===== src/rtl/hazard_scoreboard.sv =====
// hazard_scoreboard
// Hazard and forwarding unit for the pipelined datapath. It works out the
// operand and store-data forwarding selects across DEPTH downstream stages,
// load-use stalls, and a per-register scoreboard for fixed-latency
// multi-cycle ops. It also handles the memory-wait freeze, branch flush
// control and a saturating stall-cycle counter.
//
// Ports:
//   CLK, RST                  clock (rising edge), asynchronous active-high reset
//   id_rs/id_rt, id_use_*     IF/ID source registers and their use bits
//   ex_rs/ex_rt/ex_rd         ID/EX sources and destination
//   ex_regwrite/ex_dren/ex_mc ID/EX writes a register / is a load / is multi-cycle
//   st_regwrite, st_rd        per downstream stage RegWrite and destination (k = 0 is EX/MEM)
//   mem_dwen, mem_rt          EX/MEM store and its store-data register
//   mem_wait, branch_taken    data memory not ready / branch resolved taken in EX
//   fwd_a, fwd_b              operand select: 0 = register file, k+1 = stage k
//   fwd_st                    store-data select: 0 = EX/MEM value, k = stage k
//   stall_id, freeze          bubble into ID/EX / hold every pipeline register
//   flush_ifid, flush_idex    zero IF/ID and ID/EX
//   stall_cnt                 saturating count of stall or freeze cycles
module hazard_scoreboard #(
    parameter int NREG   = 32,
    parameter int RW     = 5,
    parameter int DEPTH  = 3,
    parameter int MC_LAT = 4,
    parameter int CW     = 16,
    localparam int FW    = $clog2(DEPTH + 1),
    localparam int SW    = (DEPTH > 1) ? $clog2(DEPTH) : 1
) (
    input  logic                CLK,
    input  logic                RST,
    input  logic [RW-1:0]       id_rs,
    input  logic [RW-1:0]       id_rt,
    input  logic                id_use_rs,
    input  logic                id_use_rt,
    input  logic [RW-1:0]       ex_rs,
    input  logic [RW-1:0]       ex_rt,
    input  logic [RW-1:0]       ex_rd,
    input  logic                ex_regwrite,
    input  logic                ex_dren,
    input  logic                ex_mc,
    input  logic [DEPTH-1:0]    st_regwrite,
    input  logic [DEPTH*RW-1:0] st_rd,
    input  logic                mem_dwen,
    input  logic [RW-1:0]       mem_rt,
    input  logic                mem_wait,
    input  logic                branch_taken,
    output logic [FW-1:0]       fwd_a,
    output logic [FW-1:0]       fwd_b,
    output logic [SW-1:0]       fwd_st,
    output logic                stall_id,
    output logic                freeze,
    output logic                flush_ifid,
    output logic                flush_idex,
    output logic [CW-1:0]       stall_cnt
);

    localparam int CNTW = $clog2(MC_LAT + 1);
    localparam logic [CNTW-1:0] LAT_C = CNTW'(MC_LAT);

    logic [CNTW-1:0] sb_r [NREG];
    logic [CW-1:0]   stall_cnt_r;

    logic [FW-1:0] fwd_a_s;
    logic [FW-1:0] fwd_b_s;
    logic [SW-1:0] fwd_st_s;
    logic          rs_used_s;
    logic          rt_used_s;
    logic          luse_s;
    logic          ex_mc_pend_s;
    logic          mcuse_s;
    logic          issue_s;

    // Forwarding selects: scan from the farthest stage inward so the nearest match wins.
    always_comb begin
        fwd_a_s  = '0;
        fwd_b_s  = '0;
        fwd_st_s = '0;
        for (int k = DEPTH - 1; k >= 0; k--) begin
            fwd_a_s = (st_regwrite[k] && (st_rd[k*RW +: RW] != '0) && (st_rd[k*RW +: RW] == ex_rs))
                      ? FW'(k + 1) : fwd_a_s;
            fwd_b_s = (st_regwrite[k] && (st_rd[k*RW +: RW] != '0) && (st_rd[k*RW +: RW] == ex_rt))
                      ? FW'(k + 1) : fwd_b_s;
        end
        // Stage 0 is never a store-data source: the store itself sits in EX/MEM.
        if (mem_dwen) begin
            for (int k = DEPTH - 1; k >= 1; k--) begin
                fwd_st_s = (st_regwrite[k] && (st_rd[k*RW +: RW] != '0) && (st_rd[k*RW +: RW] == mem_rt))
                           ? SW'(k) : fwd_st_s;
            end
        end else begin
            fwd_st_s = '0;
        end
    end

    // Hazard detection: load-use and scoreboard (multi-cycle) dependencies of the ID instruction.
    always_comb begin
        rs_used_s    = id_use_rs && (id_rs != '0);
        rt_used_s    = id_use_rt && (id_rt != '0);
        ex_mc_pend_s = ex_mc && ex_regwrite && (ex_rd != '0);
        luse_s       = ex_dren && (ex_rd != '0) &&
                       ((rs_used_s && (id_rs == ex_rd)) || (rt_used_s && (id_rt == ex_rd)));
        // A producer still in EX has not loaded its counter yet, so match it directly.
        mcuse_s      = (rs_used_s && ((sb_r[id_rs] != '0) || (ex_mc_pend_s && (id_rs == ex_rd)))) ||
                       (rt_used_s && ((sb_r[id_rt] != '0) || (ex_mc_pend_s && (id_rt == ex_rd))));
        // A taken branch squashes the ID/EX contents, so a multi-cycle op there never issues.
        issue_s      = ex_mc_pend_s && !branch_taken;
    end

    // Output priority: memory freeze over branch flush over hazard stall; all quiet in reset.
    always_comb begin
        fwd_a      = '0;
        fwd_b      = '0;
        fwd_st     = '0;
        stall_id   = 1'b0;
        freeze     = 1'b0;
        flush_ifid = 1'b0;
        flush_idex = 1'b0;
        if (RST) begin
            freeze = 1'b0;
        end else begin
            fwd_a  = fwd_a_s;
            fwd_b  = fwd_b_s;
            fwd_st = fwd_st_s;
            if (mem_wait) begin
                freeze = 1'b1;
            end else if (branch_taken) begin
                flush_ifid = 1'b1;
                flush_idex = 1'b1;
            end else begin
                stall_id = luse_s || mcuse_s;
            end
        end
    end

    // Scoreboard counters: load on issue, otherwise count down; everything holds while frozen.
    always_ff @(posedge CLK or posedge RST) begin
        if (RST) begin
            for (int i = 0; i < NREG; i++) begin
                sb_r[i] <= '0;
            end
        end else if (!mem_wait) begin
            for (int i = 0; i < NREG; i++) begin
                if (issue_s && (ex_rd == RW'(i))) begin
                    sb_r[i] <= LAT_C;
                end else if (sb_r[i] != '0) begin
                    sb_r[i] <= sb_r[i] - CNTW'(1);
                end else begin
                    sb_r[i] <= sb_r[i];
                end
            end
        end
    end

    // Stall/freeze cycle counter, saturating at all ones.
    always_ff @(posedge CLK or posedge RST) begin
        if (RST) begin
            stall_cnt_r <= '0;
        end else if ((stall_id || freeze) && (stall_cnt_r != {CW{1'b1}})) begin
            stall_cnt_r <= stall_cnt_r + CW'(1);
        end else begin
            stall_cnt_r <= stall_cnt_r;
        end
    end

    assign stall_cnt = stall_cnt_r;

endmodule

===== config.mk =====
export PLATFORM = sky130hd
export DESIGN_NAME = hazard_scoreboard
export DESIGN_NICKNAME = d
export VERILOG_FILES = /design/src/rtl/hazard_scoreboard.sv
export SDC_FILE = /design/constraint.sdc
export NUM_CORES = 1
export LEC_CHECK = 0
export CORE_AREA = 4 4 147 149
export DETAILED_ROUTE_END_ITERATION = 10
export DIE_AREA = 0 0 151 153
export PLACE_DENSITY_LB_ADDON = 0.1
export SYNTH_ARGS = -nofsm -noshare
export SYNTH_HDL_FRONTEND = slang
export SYNTH_SLANG_ARGS = --single-unit

===== constraint.sdc =====
create_clock -name CLK -period 14.76 [get_ports CLK]
set_clock_uncertainty 0.1 [all_clocks]
set_input_delay 2.952 -clock CLK [delete_from_list [all_inputs] [get_ports CLK]]
set_output_delay 2.952 -clock CLK [all_outputs]
set_load 0.02 [all_outputs]

## Word-level counts from Yosys, hierarchy flattened

Cells that the tools add are included.

| word-level totals | value |
|---|---|
| output and inout port bits | 26 |
| bits in registers | 112 |
| input port bits | 58 |

| cells by class | value |
|---|---|
| equality and inequality tests | 42 |
| $lt $le $gt $ge | 2 |
| add/sub/neg operators | 33 |
| reductions and logical operators | 169 |
| muxes and demuxes | 90 |
| bitwise operators | 3 |

Operators with widths:

| operator | count |
|---|---|
| 3-bit two-way mux | 68 |
| 3-bit nonzero test | 34 |
| 3-bit by 1-bit subtractor with 3-bit output (second input constant) | 32 |
| 5-bit equality test (second input constant) | 16 |
| 2-bit AND reduction | 32 |
| 2-bit nonzero test | 32 |
| 1-bit logical AND | 57 |
| 5-bit equality test | 10 |
| 5-bit by 4-bit equality test with 1-bit output (second input constant) | 8 |
| 3-bit binary-select mux with 5-bit select | 2 |
| 5-bit nonzero test | 6 |
| 2-bit two-way mux | 12 |
| 5-bit by 3-bit equality test with 1-bit output (second input constant) | 4 |
| 16-bit by 1-bit adder with 16-bit output (second input constant) | 1 |
| 16-bit inequality test (second input constant) | 1 |
| 6-bit greater-or-equal comparator (second input constant) | 2 |
| 5-bit NOT with 6-bit output | 2 |
| 5-bit by 2-bit equality test with 1-bit output (second input constant) | 2 |
| 1-bit two-way mux | 8 |
| 1-bit logical OR | 6 |
| 5-bit by 1-bit equality test with 1-bit output (second input constant) | 1 |
| 5-bit logical NOT | 1 |
| 1-bit logical NOT | 1 |
| 1-bit NOT | 1 |

## Depth between registers and ports, before layout

| depth | value |
|---|---|
| word-level depth | 14 |
| gate-level depth with buffers | 11 |

## Worst setup path before layout

Ideal clock, no wire load.

| timing | value |
|---|---|
| path type | input port to output port |
| from | in RST |
| to | out fwd_st[1] |
| data required time | 11.708 ns |
| stages on the path | 4 |
| path slack | 5.382 ns |
| arrival | 6.326 ns |
| cell sequence | clkbuf_1 > inv_1 > nand4_1 > nor3b_1 |

| on the way | value |
|---|---|
| cells in the longest elaborated chain, start to end | 1 |

Ends and longest elaborated chain:

| what | RTL line | text |
|---|---|---|
| start, declared | 31 | `input logic RST,` |
| 2-bit two-way mux | 119 | `if (RST) begin` |
| end, declared | 50 | `output logic [SW-1:0] fwd_st,` |

Every way passes these cells.

## Worst setup path after layout

| timing | value |
|---|---|
| from | in id_rt[1] |
| to | out stall_id |

| on the way | value |
|---|---|
| cells in the longest elaborated chain, start to end | 12 |
| elaborated cells between the ends (all ways) | 19 |

Ends and longest elaborated chain:

| what | RTL line | text |
|---|---|---|
| start, declared | 33 | `input logic [RW-1:0] id_rt,` |
| 5-bit NOT with 6-bit output (not written as such) | 105 | `(rt_used_s && ((sb_r[id_rt] != '0) \|\| (ex_mc_pend_s && (id_rt == ex_rd))));` |
| 3-bit binary-select mux with 5-bit select | 105 |  |
| 3-bit two-way mux (not written as such) (2 in series) | 105 |  |
| 3-bit nonzero test | 105 |  |
| 1-bit logical OR | 105 |  |
| 1-bit logical AND | 105 |  |
| 1-bit logical OR | 104 | `mcuse_s = (rs_used_s && ((sb_r[id_rs] != '0) \|\| (ex_mc_pend_s && (id_rs == ex_rd)))) \|\|` |
| 1-bit logical OR (*) | 131 | `stall_id = luse_s \|\| mcuse_s;` |
| 1-bit two-way mux (*) | 127 | `end else if (branch_taken) begin` |
| 1-bit two-way mux (*) | 125 | `if (mem_wait) begin` |
| 1-bit two-way mux (*) | 119 |  |
| end, declared | 51 | `output logic stall_id,` |

Mark *: on every way between the ends. The rest lies on a longest branch, timed or not. The select of a mux whose other input is x is not followed.

==> results.py <==
metrics = {
    "run_status": {
        "status": "finished clean",
    },
    "power": {
        "power_leakage_uw": 0.004032,
        "power.density_nw_per_um2": 164.1,
        "vdd_drop_max_v": 0.00005889,
    },
    "place": {
        "dpl.hpwl_um": 15600,
        "pre_cts_ws_ns": 5.287,
        "gp_congestion": 0.8313,
        "io_buffers": 83,
    },
    "timing": {
        "rsz0062_at_grt": "no",
        "hold_viol_final": 0,
        "fmax_mhz": 105.3,
        "fin_ws_ns": 5.260,
        "post-route-min-period_ns": 9.500,
        "tightest_slew_ns": 0.8233,
        "period_share_pct": 64.36,
        "fin_setup_tns_ns": 0,
        "drv_slew": 0,
        "finalSetupViolCount": 0,
        "slew_headroom_pct": 44.99,
    },
    "grt": {
        "grt_pass1_wl_um": 34180,
        "grt_pass1_vias": 6573,
        "antenna_found_initial": 0,
        "grt_use_met3_pct": 3.109,
        "grt_usage_pct": 18.42,
        "grtUsageMet2_pct": 29.37,
        "grt_max_degree": 81,
        "met1_usage_pct": 26.06,
        "grt_overflow": 0,
        "grt_busiest_layer": "met2",
    },
    "final_layout": {
        "multi_input_area_um2": 4639,
        "diodes": 0,
        "drive_gt1_share_pct": 3.532,
        "fillers": 1972,
        "layout.nets": 1109,
        "syn2layout_area_growth_pct": 17.18,
        "seqCellArea_um2": 2803,
    },
    "synthesis": {
        "yosysWarnings": 0,
        "synth_top_area_share_pct": 34.76,
        "yosys-top-cells-count": "inv_1, dfrtp_1, nor2_1",
        "synth_area_um2": 8063,
        "ys.flop_type": "dfrtp_1",
        "synth_fp_nets": 1043,
        "synth_enable_flop_cells": 0,
        "ys_ff_latch": 112,
        "synthCells": 920,
        "yosysUniqueCellTypes": 57,
        "yosysSeqAreaShare_pct": 34.76,
        "yosys.area.top_type": "dfrtp_1",
        "yosys-top-cells-area": "dfrtp_1, ha_1, inv_1, o21ai_0, mux2i_1",
        "synth_area_per_cell_um2": 8.764,
        "async_reset_ff_share_pct": 100.0,
        "synth_most_common_cell": "inv_1",
    },
    "critical_path": {
        "worstPathCellList": "clkdlybuf4s50_1, inv_2, mux4_2, mux2_2, or3_1, a21o_1, a31oi_1, and3_1, clkdlybuf4s50_1",
        "timing.rr.start": "sb_r[20]",
        "crit_top_cell": "clkdlybuf4s50_1",
        "timing.rr.end": "stall_cnt[1]",
        "slowest_delay_ns": 0.77,
        "worst-path-stages": 9,
        "endpoint_kind": "primary output",
        "crit_family": "buffers and inverters",
        "critPathArrivalTime_ns": 6.45,
        "path_class": "input pin to primary output",
        "regToRegSetupSlack_ns": 11.70,
        "cp-start-kind": "input pin",
        "cpMaxStageDelayCell": "clkdlybuf4s50_1",
        "crit_buf_inv": 3,
        "r2r_cells": 8,
        "cp_max_fo": 15,
        "cp_data_required_time_ns": 11.71,
    },
    "routing": {
        "ant_nets": 0,
        "vias": 6811,
        "drc": 0,
        "drt_iter0_markers": 391,
        "wl_per_cell_um": 16.32,
        "wirelength_um": 20590,
        "detail_route.first_pass.iterations": 5,
        "vias_per_cell": 5.401,
    },
    "die": {
        "die_w_um": 151,
        "rows": 52,
        "die_area_um2": 23100,
        "core_area_um2": 20170,
        "ioPinCount": 84,
        "die_h_um": 153,
        "initial_core_util_pct": 39.98,
    },
    "cts": {
        "cts_buffers": 9,
        "clk_latency_ns": 0.37,
        "cts_tree": "built",
        "cts.clk_slew.worst_paths_ns": 0.09,
        "postCtsSetupRepairBufs": 0,
        "cts_hold_buf": 0,
        "cts_sinks": 112,
        "ctsResizeCount": 0,
        "htreeDepth": 3,
        "root_buffer": "clkbuf_16",
        "cts_max_path_buffers": 2,
    },
    "min_path": {
        "hold_path.class": "flip-flop to flip-flop",
        "min_to": "stall_cnt[10]",
        "hold_start": "stall_cnt[10]",
        "min_path_cells": 1,
    },
    "run": {
        "drv_cap": 0,
    },
}
[cells by family after synthesis]
group	count (synthesis)	synth area share, %
AO/OA/AOI/OAI	231	18.56
XOR/XNOR	63	6.844
adder cells (fa/ha/maj)	65	10.09
buffers and inverters	162	7.697
flip-flops	112	34.76
multiplexers	43	6.518
AND/OR/NAND/NOR	244	15.53
[metal layers]
| layer | routed length, µm | vias to the layer above |
|---|---|---|
| met5 | 0 | - |
| met4 | 280 | 0 |
| met3 | 761 | 21 |
| met2 | 9598 | 108 |
| met1 | 9944 | 3277 |
| li1 | - | 3405 |
[layout by cell type, fill, tap and decap left out, types with 9 or more instances in the layout]
cell / count
nand2_1: 17
mux2i_1: 33
o21ai_0: 70
nor3_1: 39
nor4_1: 16
o31a_1: 24
clkdlybuf4s50_1: 82
ha_1: 65
inv_1: 127
dfrtp_1: 112
clkbuf_16: 9
nand4_1: 11
o221ai_1: 23
nor2_1: 74
xor2_1: 26
nand3_1: 23
a21oi_1: 47
o22ai_1: 31
nor2b_1: 15
xnor2_1: 37
and3_1: 9
or3_1: 9
[worst max-delay path by stage]
stage / startpoint / end / slack [ns]
final: id_rt[1] / stall_id / 5.26
after floorplan: RST / fwd_st[1] / 5.38
after CTS: id_rt[1] / stall_id / 5.26
after global routing: id_rt[1] / stall_id / 5.16
after detailed placement: id_rt[1] / stall_id / 5.29
after global placement: id_rt[1] / stall_id / 5.32
[per-stage QoR]
stage / power (µW) / std cells / area (µm²) / hold slack, ns / util [%]
finish: 1550 / 1261 / 9448 / 0.3934 / 46.84
global route: 1710 / 1261 / 9448 / 0.4327 / 46.84
CTS: 1566 / 1261 / 9448 / 0.3985 / 46.84
detailed placement: 1291 / 1245 / 9126 / 0.3818 / 45.25
global placement: 1284 / 1245 / 9126 / 0.3865 / 45.25
floorplan: 1095 / 920 / 8063 / 0.3731 / -
[layout make-up]
cell class,count,area share (%)
well taps,270,3.576
inverters,130,5.191
flip-flops and latches,112,29.66
repair buffers,87,9.058
clock inverters,6,0.8741
clock buffers,10,2.529
multi-input cells,646,49.11
[state kept, by name, summed over array words and instances, names as in the netlist]
register,flops
sb_r,96
stall_cnt,16
[report_power, final]
group	total [µW]	internal, µW	switching, µW
Combinational	716	321	394
Clock	269	141	129
Sequential	566	447	119
(Power assumes the default switching activity.)
